## config.mk

```make
export PLATFORM = sky130hd
export DESIGN_NAME = ahb_arbiter_n_flat
export DESIGN_NICKNAME = d
export VERILOG_FILES = /design/src/rtl/ahb_arbiter_n_if.sv /design/src/rtl/ahb_arbiter_n.sv /design/src/flat_wrapper.sv
export SDC_FILE = /design/constraint.sdc
export NUM_CORES = 1
export LEC_CHECK = 0
export ABC_CLOCK_PERIOD_IN_PS = 1100
export BUFFER_PORTS_ARGS = -buffer_cell sky130_fd_sc_hd__buf_2
export CAP_MARGIN = 40
export CORE_AREA = 2 2 39 41
export CTS_CLUSTER_DIAMETER = 30
export DETAILED_ROUTE_END_ITERATION = 10
export DIE_AREA = 0 0 41 43
export PLACE_DENSITY = 0.4
export SETUP_SLACK_MARGIN = 0.02
export SYNTH_ARGS = -nofsm -noshare
export SYNTH_HDL_FRONTEND = slang
export SYNTH_SLANG_ARGS = --single-unit
```

## constraint.sdc

```tcl
create_clock -name HCLK -period 1.1 [get_ports HCLK]
set_input_delay 0.11 -clock HCLK [delete_from_list [all_inputs] [get_ports HCLK]]
set_output_delay 0.11 -clock HCLK [all_outputs]
set_load 0.1 [all_outputs]
```

## src/rtl/ahb_arbiter_n_if.sv

```systemverilog
`default_nettype none
// ============================================================================
// Module   : ahb_arbiter_n_if
// Brief    : Request/grant/ownership bundle between AHB masters and arbiter.
// Revision : 1.0
// ============================================================================
interface ahb_arbiter_n_if #(
    parameter int NUM_MASTERS = 2
);
    logic [NUM_MASTERS-1:0] HBUSREQ;
    logic [NUM_MASTERS-1:0] HLOCK;
    logic                   HREADY;
    logic [NUM_MASTERS-1:0] HGRANT;
    logic [3:0]             HMASTER;
    logic                   HMASTLOCK;

    // Bus-side view: masters raise requests, slave returns HREADY.
    modport master (
        output HBUSREQ, HLOCK, HREADY,
        input  HGRANT, HMASTER, HMASTLOCK
    );

    // Arbiter-side view.
    modport slave (
        input  HBUSREQ, HLOCK, HREADY,
        output HGRANT, HMASTER, HMASTLOCK
    );
endinterface
`default_nettype wire

```

## src/rtl/ahb_arbiter_n.sv

```systemverilog
`default_nettype none
// ============================================================================
// Module   : ahb_arbiter_n
// Brief    : N-master AHB-Lite arbiter, fixed-priority or round-robin, with
//            locked-transfer hold and optional tenure limit.
// Revision : 1.0
// ============================================================================
module ahb_arbiter_n #(
    parameter int NUM_MASTERS    = 2,
    parameter int MODE           = 0,
    parameter int DEFAULT_MASTER = 0,
    parameter int MAX_TENURE     = 0,
    parameter int MW             = (NUM_MASTERS > 1) ? $clog2(NUM_MASTERS) : 1
) (
    input  wire logic     HCLK,
    input  wire logic     HRESET,
    ahb_arbiter_n_if.slave bus
);
    localparam int TW = (MAX_TENURE > 0) ? $clog2(MAX_TENURE + 1) : 1;

    localparam logic [MW-1:0]          C_DEF_IDX  = MW'(DEFAULT_MASTER);
    localparam logic [NUM_MASTERS-1:0] C_DEF_OH   = NUM_MASTERS'(1) << DEFAULT_MASTER;
    localparam logic [TW-1:0]          C_MAX_T    = TW'(MAX_TENURE);
    localparam bit                     C_TENURE_EN = (MAX_TENURE != 0);

    logic [MW-1:0]          r_grant_idx;
    logic [NUM_MASTERS-1:0] r_grant_oh;
    logic [MW-1:0]          r_owner_idx;
    logic                   r_lock_q;
    logic [TW-1:0]          r_tenure;
    logic [MW-1:0]          r_rr_ptr;

    logic                   w_cur_req;
    logic                   w_cur_lock;
    logic                   w_hold;
    logic                   w_others;
    logic                   w_expired;
    logic [NUM_MASTERS-1:0] w_mask;
    logic [MW-1:0]          w_pick;
    logic [MW-1:0]          w_next_idx;
    logic                   w_change;

    assign w_cur_req  = bus.HBUSREQ[r_grant_idx];
    assign w_cur_lock = bus.HLOCK[r_grant_idx];
    assign w_hold     = w_cur_lock & w_cur_req;
    assign w_others   = |(bus.HBUSREQ & ~r_grant_oh);
    assign w_expired  = C_TENURE_EN && (r_tenure == C_MAX_T) && w_others;

    // On tenure expiry the current grantee is removed from the candidate set.
    assign w_mask = w_expired ? (bus.HBUSREQ & ~r_grant_oh) : bus.HBUSREQ;

    if (MODE == 1) begin : g_rr
        logic          w_found;
        logic [MW-1:0] w_cand;
        // Scan starts one past the last winner; the pointer itself is seen last.
        always_comb begin
            w_pick  = '0;
            w_found = 1'b0;
            w_cand  = '0;
            for (int i = 1; i <= NUM_MASTERS; i++) begin
                w_cand = MW'((int'(r_rr_ptr) + i) % NUM_MASTERS);
                if (!w_found && w_mask[w_cand]) begin
                    w_pick  = w_cand;
                    w_found = 1'b1;
                end
            end
        end
    end else begin : g_fixed
        logic w_found;
        always_comb begin
            w_pick  = '0;
            w_found = 1'b0;
            for (int i = 0; i < NUM_MASTERS; i++) begin
                if (!w_found && w_mask[MW'(i)]) begin
                    w_pick  = MW'(i);
                    w_found = 1'b1;
                end
            end
        end
    end

    always_comb begin
        w_next_idx = r_grant_idx;
        if (w_hold) begin
            w_next_idx = r_grant_idx;
        end else if (|bus.HBUSREQ) begin
            w_next_idx = w_pick;
        end else begin
            w_next_idx = C_DEF_IDX;
        end
    end

    assign w_change = (w_next_idx != r_grant_idx);

    always_ff @(posedge HCLK) begin
        if (HRESET) begin
            r_grant_idx <= C_DEF_IDX;
            r_grant_oh  <= C_DEF_OH;
            r_owner_idx <= C_DEF_IDX;
            r_lock_q    <= 1'b0;
            r_tenure    <= '0;
            r_rr_ptr    <= C_DEF_IDX;
        end else if (bus.HREADY) begin
            r_grant_idx <= w_next_idx;
            r_grant_oh  <= NUM_MASTERS'(1) << w_next_idx;
            r_owner_idx <= r_grant_idx;
            r_lock_q    <= w_hold;
            // Parking on the default master leaves the rotation point alone.
            if (w_change && bus.HBUSREQ[w_next_idx]) begin
                r_rr_ptr <= w_next_idx;
            end
            if (w_change) begin
                r_tenure <= '0;
            end else if (w_others && (r_tenure != C_MAX_T)) begin
                r_tenure <= r_tenure + TW'(1);
            end
        end
    end

    assign bus.HGRANT    = r_grant_oh;
    assign bus.HMASTER   = 4'(r_owner_idx);
    assign bus.HMASTLOCK = r_lock_q;

endmodule
`default_nettype wire

```

## src/flat_wrapper.sv

```systemverilog
// flat-port wrapper written by rule: the top's interface ports become plain ports
module ahb_arbiter_n_flat 
#(
    parameter int NUM_MASTERS    = 2,
    parameter int MODE           = 0,
    parameter int DEFAULT_MASTER = 0,
    parameter int MAX_TENURE     = 0,
    parameter int MW             = (NUM_MASTERS > 1) ? $clog2(NUM_MASTERS) : 1
)
  (HCLK, HRESET, bus_HBUSREQ, bus_HLOCK, bus_HREADY, bus_HGRANT, bus_HMASTER, bus_HMASTLOCK);
  ahb_arbiter_n_if #(.NUM_MASTERS(NUM_MASTERS)) bus_i ();
  input  wire logic HCLK;
  input  wire logic HRESET;
  input wire logic [$bits(bus_i.HBUSREQ)-1:0] bus_HBUSREQ;
  input wire logic [$bits(bus_i.HLOCK)-1:0] bus_HLOCK;
  input wire logic [$bits(bus_i.HREADY)-1:0] bus_HREADY;
  output wire logic [$bits(bus_i.HGRANT)-1:0] bus_HGRANT;
  output wire logic [$bits(bus_i.HMASTER)-1:0] bus_HMASTER;
  output wire logic [$bits(bus_i.HMASTLOCK)-1:0] bus_HMASTLOCK;
  assign bus_i.HBUSREQ = bus_HBUSREQ;
  assign bus_i.HLOCK = bus_HLOCK;
  assign bus_i.HREADY = bus_HREADY;
  assign bus_HGRANT = bus_i.HGRANT;
  assign bus_HMASTER = bus_i.HMASTER;
  assign bus_HMASTLOCK = bus_i.HMASTLOCK;
  ahb_arbiter_n #(.NUM_MASTERS(NUM_MASTERS), .MODE(MODE), .DEFAULT_MASTER(DEFAULT_MASTER), .MAX_TENURE(MAX_TENURE), .MW(MW)) u_core (.HCLK(HCLK), .HRESET(HRESET), .bus(bus_i));
endmodule
```

Word-level counts from Yosys, hierarchy flattened
Index checks and enable logic that the tools add are counted.

storage, ports and cells
  register bits = 5
  input bits = 7
  output and inout bits = 7
  word-level logic and storage cells = 12

cells by class
  $lt $le $gt $ge = 1
  shift-type cells = 1
  multiplexer cells = 5
  bitwise logic cells = 1

operators with widths
  cell                   count
  $mux W1                5
  $lt A1 B2 Y1 const B   1
  $shl A1 B1 Y2 const A  1
  $and A1 B1 Y1          1

Logic depth before layout (Yosys ltp)
  depth after elaboration = 5
  gate-level depth with buffers = 2
  depth with buffers taken out = 2

Least setup slack after synthesis
No wires, ideal clock.

  path type = register to register
  from = register u_core.bus.HMASTLOCK (netlist name)
  to = register u_core.r_lock_q, in the netlist u_core.bus.HMASTLOCK
  library setup time = 0.091 ns
  data arrival time = 1.233 ns
  data required time = 1.009 ns
  setup slack = -0.224 ns
  cell stages (with the launch flop) = 3
  buffers on the path = 0
  period minus slack after synthesis = 1.324 ns
  path through = dfxtp_1 > nor2_1 > a311oi_1

RTL lines
  item                    RTL line              text
  end signal: assignment  ahb_arbiter_n.sv:107  r_lock_q <= w_hold;
  end: declaration        ahb_arbiter_n.sv:29   logic r_lock_q;

Worst setup path in the final report
  from = register u_core.r_grant_oh[1], in the netlist u_core.bus.HGRANT[1]
  to = output bus_HGRANT[1]

RTL lines
  item                      RTL line              text
  start: declaration        ahb_arbiter_n.sv:27   logic [NUM_MASTERS-1:0] r_grant_oh;
  start signal: assignment  ahb_arbiter_n.sv:105  r_grant_oh <= NUM_MASTERS'(1) << w_next_idx;
  end: declaration          flat_wrapper.sv:17    output wire logic [$bits(bus_i.HGRANT)-1:0] bus_HGRANT;

No word-level cell between the ends.

==> flow_metrics.tcl <==
set metrics [dict create \
    run_status "complete, no violations" \
    setup_viol 0 \
    dpl_cell_area_sq_um 295.3 \
    cp_cell_sequence "buf_12" \
    p_per_area_nw_per_um2 1329 \
    final_cell_area_sq_um 317.8 \
    fp-row-count 14 \
    clockBufferDepth 2 \
    drtIter0Drc 0 \
    finalHoldViolations 0 \
    cts_setup_buffers 0 \
    drt_drc_violations_left 0 \
    drt_first_pass_iters 1 \
    ys_types 12 \
    route.antenna.remaining_nets 0 \
    post_cts_resized 0 \
    grt_max_degree 7 \
    final.setup_skew_ns 0.0006286 \
    n_antenna_cell 0 \
    nNetsFinal 40 \
    start_util 0.1392 \
    postCtsHoldBufs 0 \
    wl_um 381 \
    routed_via_density 3.553 \
    fin_crit_sh 0.9026 \
    rsz0062_at_grt "no" \
    ys_seq_area_frac 0.4156 \
    cts_buffers 3 \
    critPathLaunchType "register" \
    dieHeight_um 43 \
    routedWlPerCell_um 8.106 \
    gp_congestion 0.6480 \
    cts_max_level 1 \
    endpoint_kind "output port" \
    arrival_ns 0.88 \
    critPathBufInv 1 \
    cts_root_buf "clkbuf_4" \
    yosysWarnings 0 \
    tns_ns 0 \
    fin_crit_ns 0.9928 \
    yosys_register_bits 4 \
    avgSynthCellArea_sq_um 9.175 \
    min_path_type "input pin to register" \
    fmax_mhz 1007 \
    ir_drop_v 0.0005967 \
    portBuffers 10 \
    worst-setup-path-type "register to output port" \
    cts_tree "yes" \
    clock_latency_ns 0.23 \
    syn_inst 21 \
    drive_gt1_frac 0.5161 \
    max_stage_delay_ns 0.44 \
    cp_max_fo 6 \
    drv_cap 0 \
    first_global_vias 170 \
    cp_slowest_cell "dfxtp_1" \
    grt_pass1_wl_um 710 \
    grt_antenna_before_repair 0 \
    dieArea_sq_um 1763 \
    final_common_cell "buf_2" \
    area_growth_pct 64.93 \
    path_delay_family "flip-flops" \
    cts_sinks 4 \
    grt_overflow_total 0 \
    cp.required_ns 0.99 \
    final_cell_mix "buf_2 (6), buf_12 (4), nor2_1 (3), conb_1 (3), clkbuf_4 (3)" \
    io_pins 14 \
    die_x_um 41 \
    core_sq_um 1384 \
    vias 167 \
    leakage_nw 0.1386 \
    track_usage 0.06533 \
    synth_area_sq_um 192.7 \
    slew_viol_final 0 \
    cts.reportedPaths.clkPinSlew_ns 0.04 \
]
==> cells in the mapped netlist <==
library cell / n / area [sq um]
buf_4: 5 / 37.54
dfxtp_1: 4 / 80.08
nor2_1: 3 / 11.26
a211oi_1: 1 / 7.510
a311oi_1: 1 / 8.760
and4_2: 1 / 10.01
conb_1: 1 / 3.750
inv_1: 1 / 3.750
mux2i_1: 1 / 10.01
nand3_1: 1 / 5.000
nand3b_1: 1 / 7.510
o21bai_1: 1 / 7.510
==> final cells by class <==
cell class / count / area (sq um)
Clock buffer: 3 / 22.52
Fill cell: 155 / 1066
Inverter: 1 / 3.754
Sequential cell: 4 / 82.58
Multi-Input combinational cell: 13 / 78.83
Timing Repair Buffer: 10 / 110.1
Tap cell: 16 / 20.02
==> power breakdown <==
part | switching, mW | leakage (nW) | total [mW] | internal [mW]
clock network | 0.0582 | 0.0138 | 0.180 | 0.122
logic | 0.0715 | 0.0926 | 0.0912 | 0.0197
registers | 0.00223 | 0.0323 | 0.151 | 0.149
total | 0.132 | 0.139 | 0.422 | 0.290
==> final timing paths <==
check	start	to	slack [ns]	depth (start not counted)
worst max-delay path	u_core.bus.HGRANT[1]$_SDFFE_PP0P_	bus_HGRANT[1]	0.11	1
worst min-delay path	HRESET	u_core.bus.HMASTLOCK$_SDFFE_PP0P_	0.08	2
worst max register to register	u_core.bus.HGRANT[1]$_SDFFE_PP0P_	u_core.bus.HMASTLOCK$_SDFFE_PP0P_	0.18	2
worst min register to register	u_core.bus.HMASTLOCK$_SDFFE_PP0P_	u_core.bus.HMASTLOCK$_SDFFE_PP0P_	0.50	2
==> logic make-up (layout without fill, tap and decap cells) <==
| logic type | after synthesis | count (layout) | synth area share |
|---|---|---|---|
| DFF | 4 | 4 | 0.4156 |
| buffers and inverters | 6 | 14 | 0.2143 |
| and+or+nand+nor | 6 | 6 | 0.1753 |
| muxes | 1 | 1 | 0.05195 |
| AOI/OAI and AO/OA | 3 | 3 | 0.1234 |
| other | 1 | 3 | 0.01946 |
==> metrics by stage <==
| step | hold slack, ns | util | power (mW) | worst slack (ns) | std cells |
|---|---|---|---|---|---|
| 6_report | 0.08282 | 0.2297 | 0.4223 | 0.1072 | 47 |
| 5_1_grt | 0.08729 | 0.2297 | 0.4473 | 0.05571 | 47 |
| 4_1_cts | 0.07681 | 0.2297 | 0.4346 | 0.08874 | 47 |
| 3_5_place_dp | 0.3273 | 0.2134 | 0.2444 | 0.1651 | 44 |
| 3_3_place_gp | 0.3242 | 0.2134 | 0.2451 | 0.1881 | 44 |
| 2_1_floorplan | 0.1747 | - | 0.2265 | 0.07498 | 23 |
==> registers in the layout, indices dropped and copies added (netlist names) <==
register and flops:
u_core.bus.HGRANT 2, u_core.bus.HMASTLOCK 1, u_core.r_owner_idx 1
==> worst register-to-register path: cells and delay by family (launching register included) <==
kind	cells	cell delay [ns]
flip-flops	1	0.44
AO/OA/AOI/OAI	1	0.26
AND/OR/NAND/NOR	1	0.13
==> routing by layer <==
| layer | global-route usage | vias to the layer above | wire length [um] |
|---|---|---|---|
| li1 | - | 86 | - |
| met1 | 0.08065 | 68 | 168 |
| met2 | 0.06563 | 13 | 123 |
| met3 | 0.08377 | 0 | 90 |
| met4 | 0.02000 | 0 | 0 |
| met5 | 0 | - | 0 |
Power figures use the tool's default switching activity.
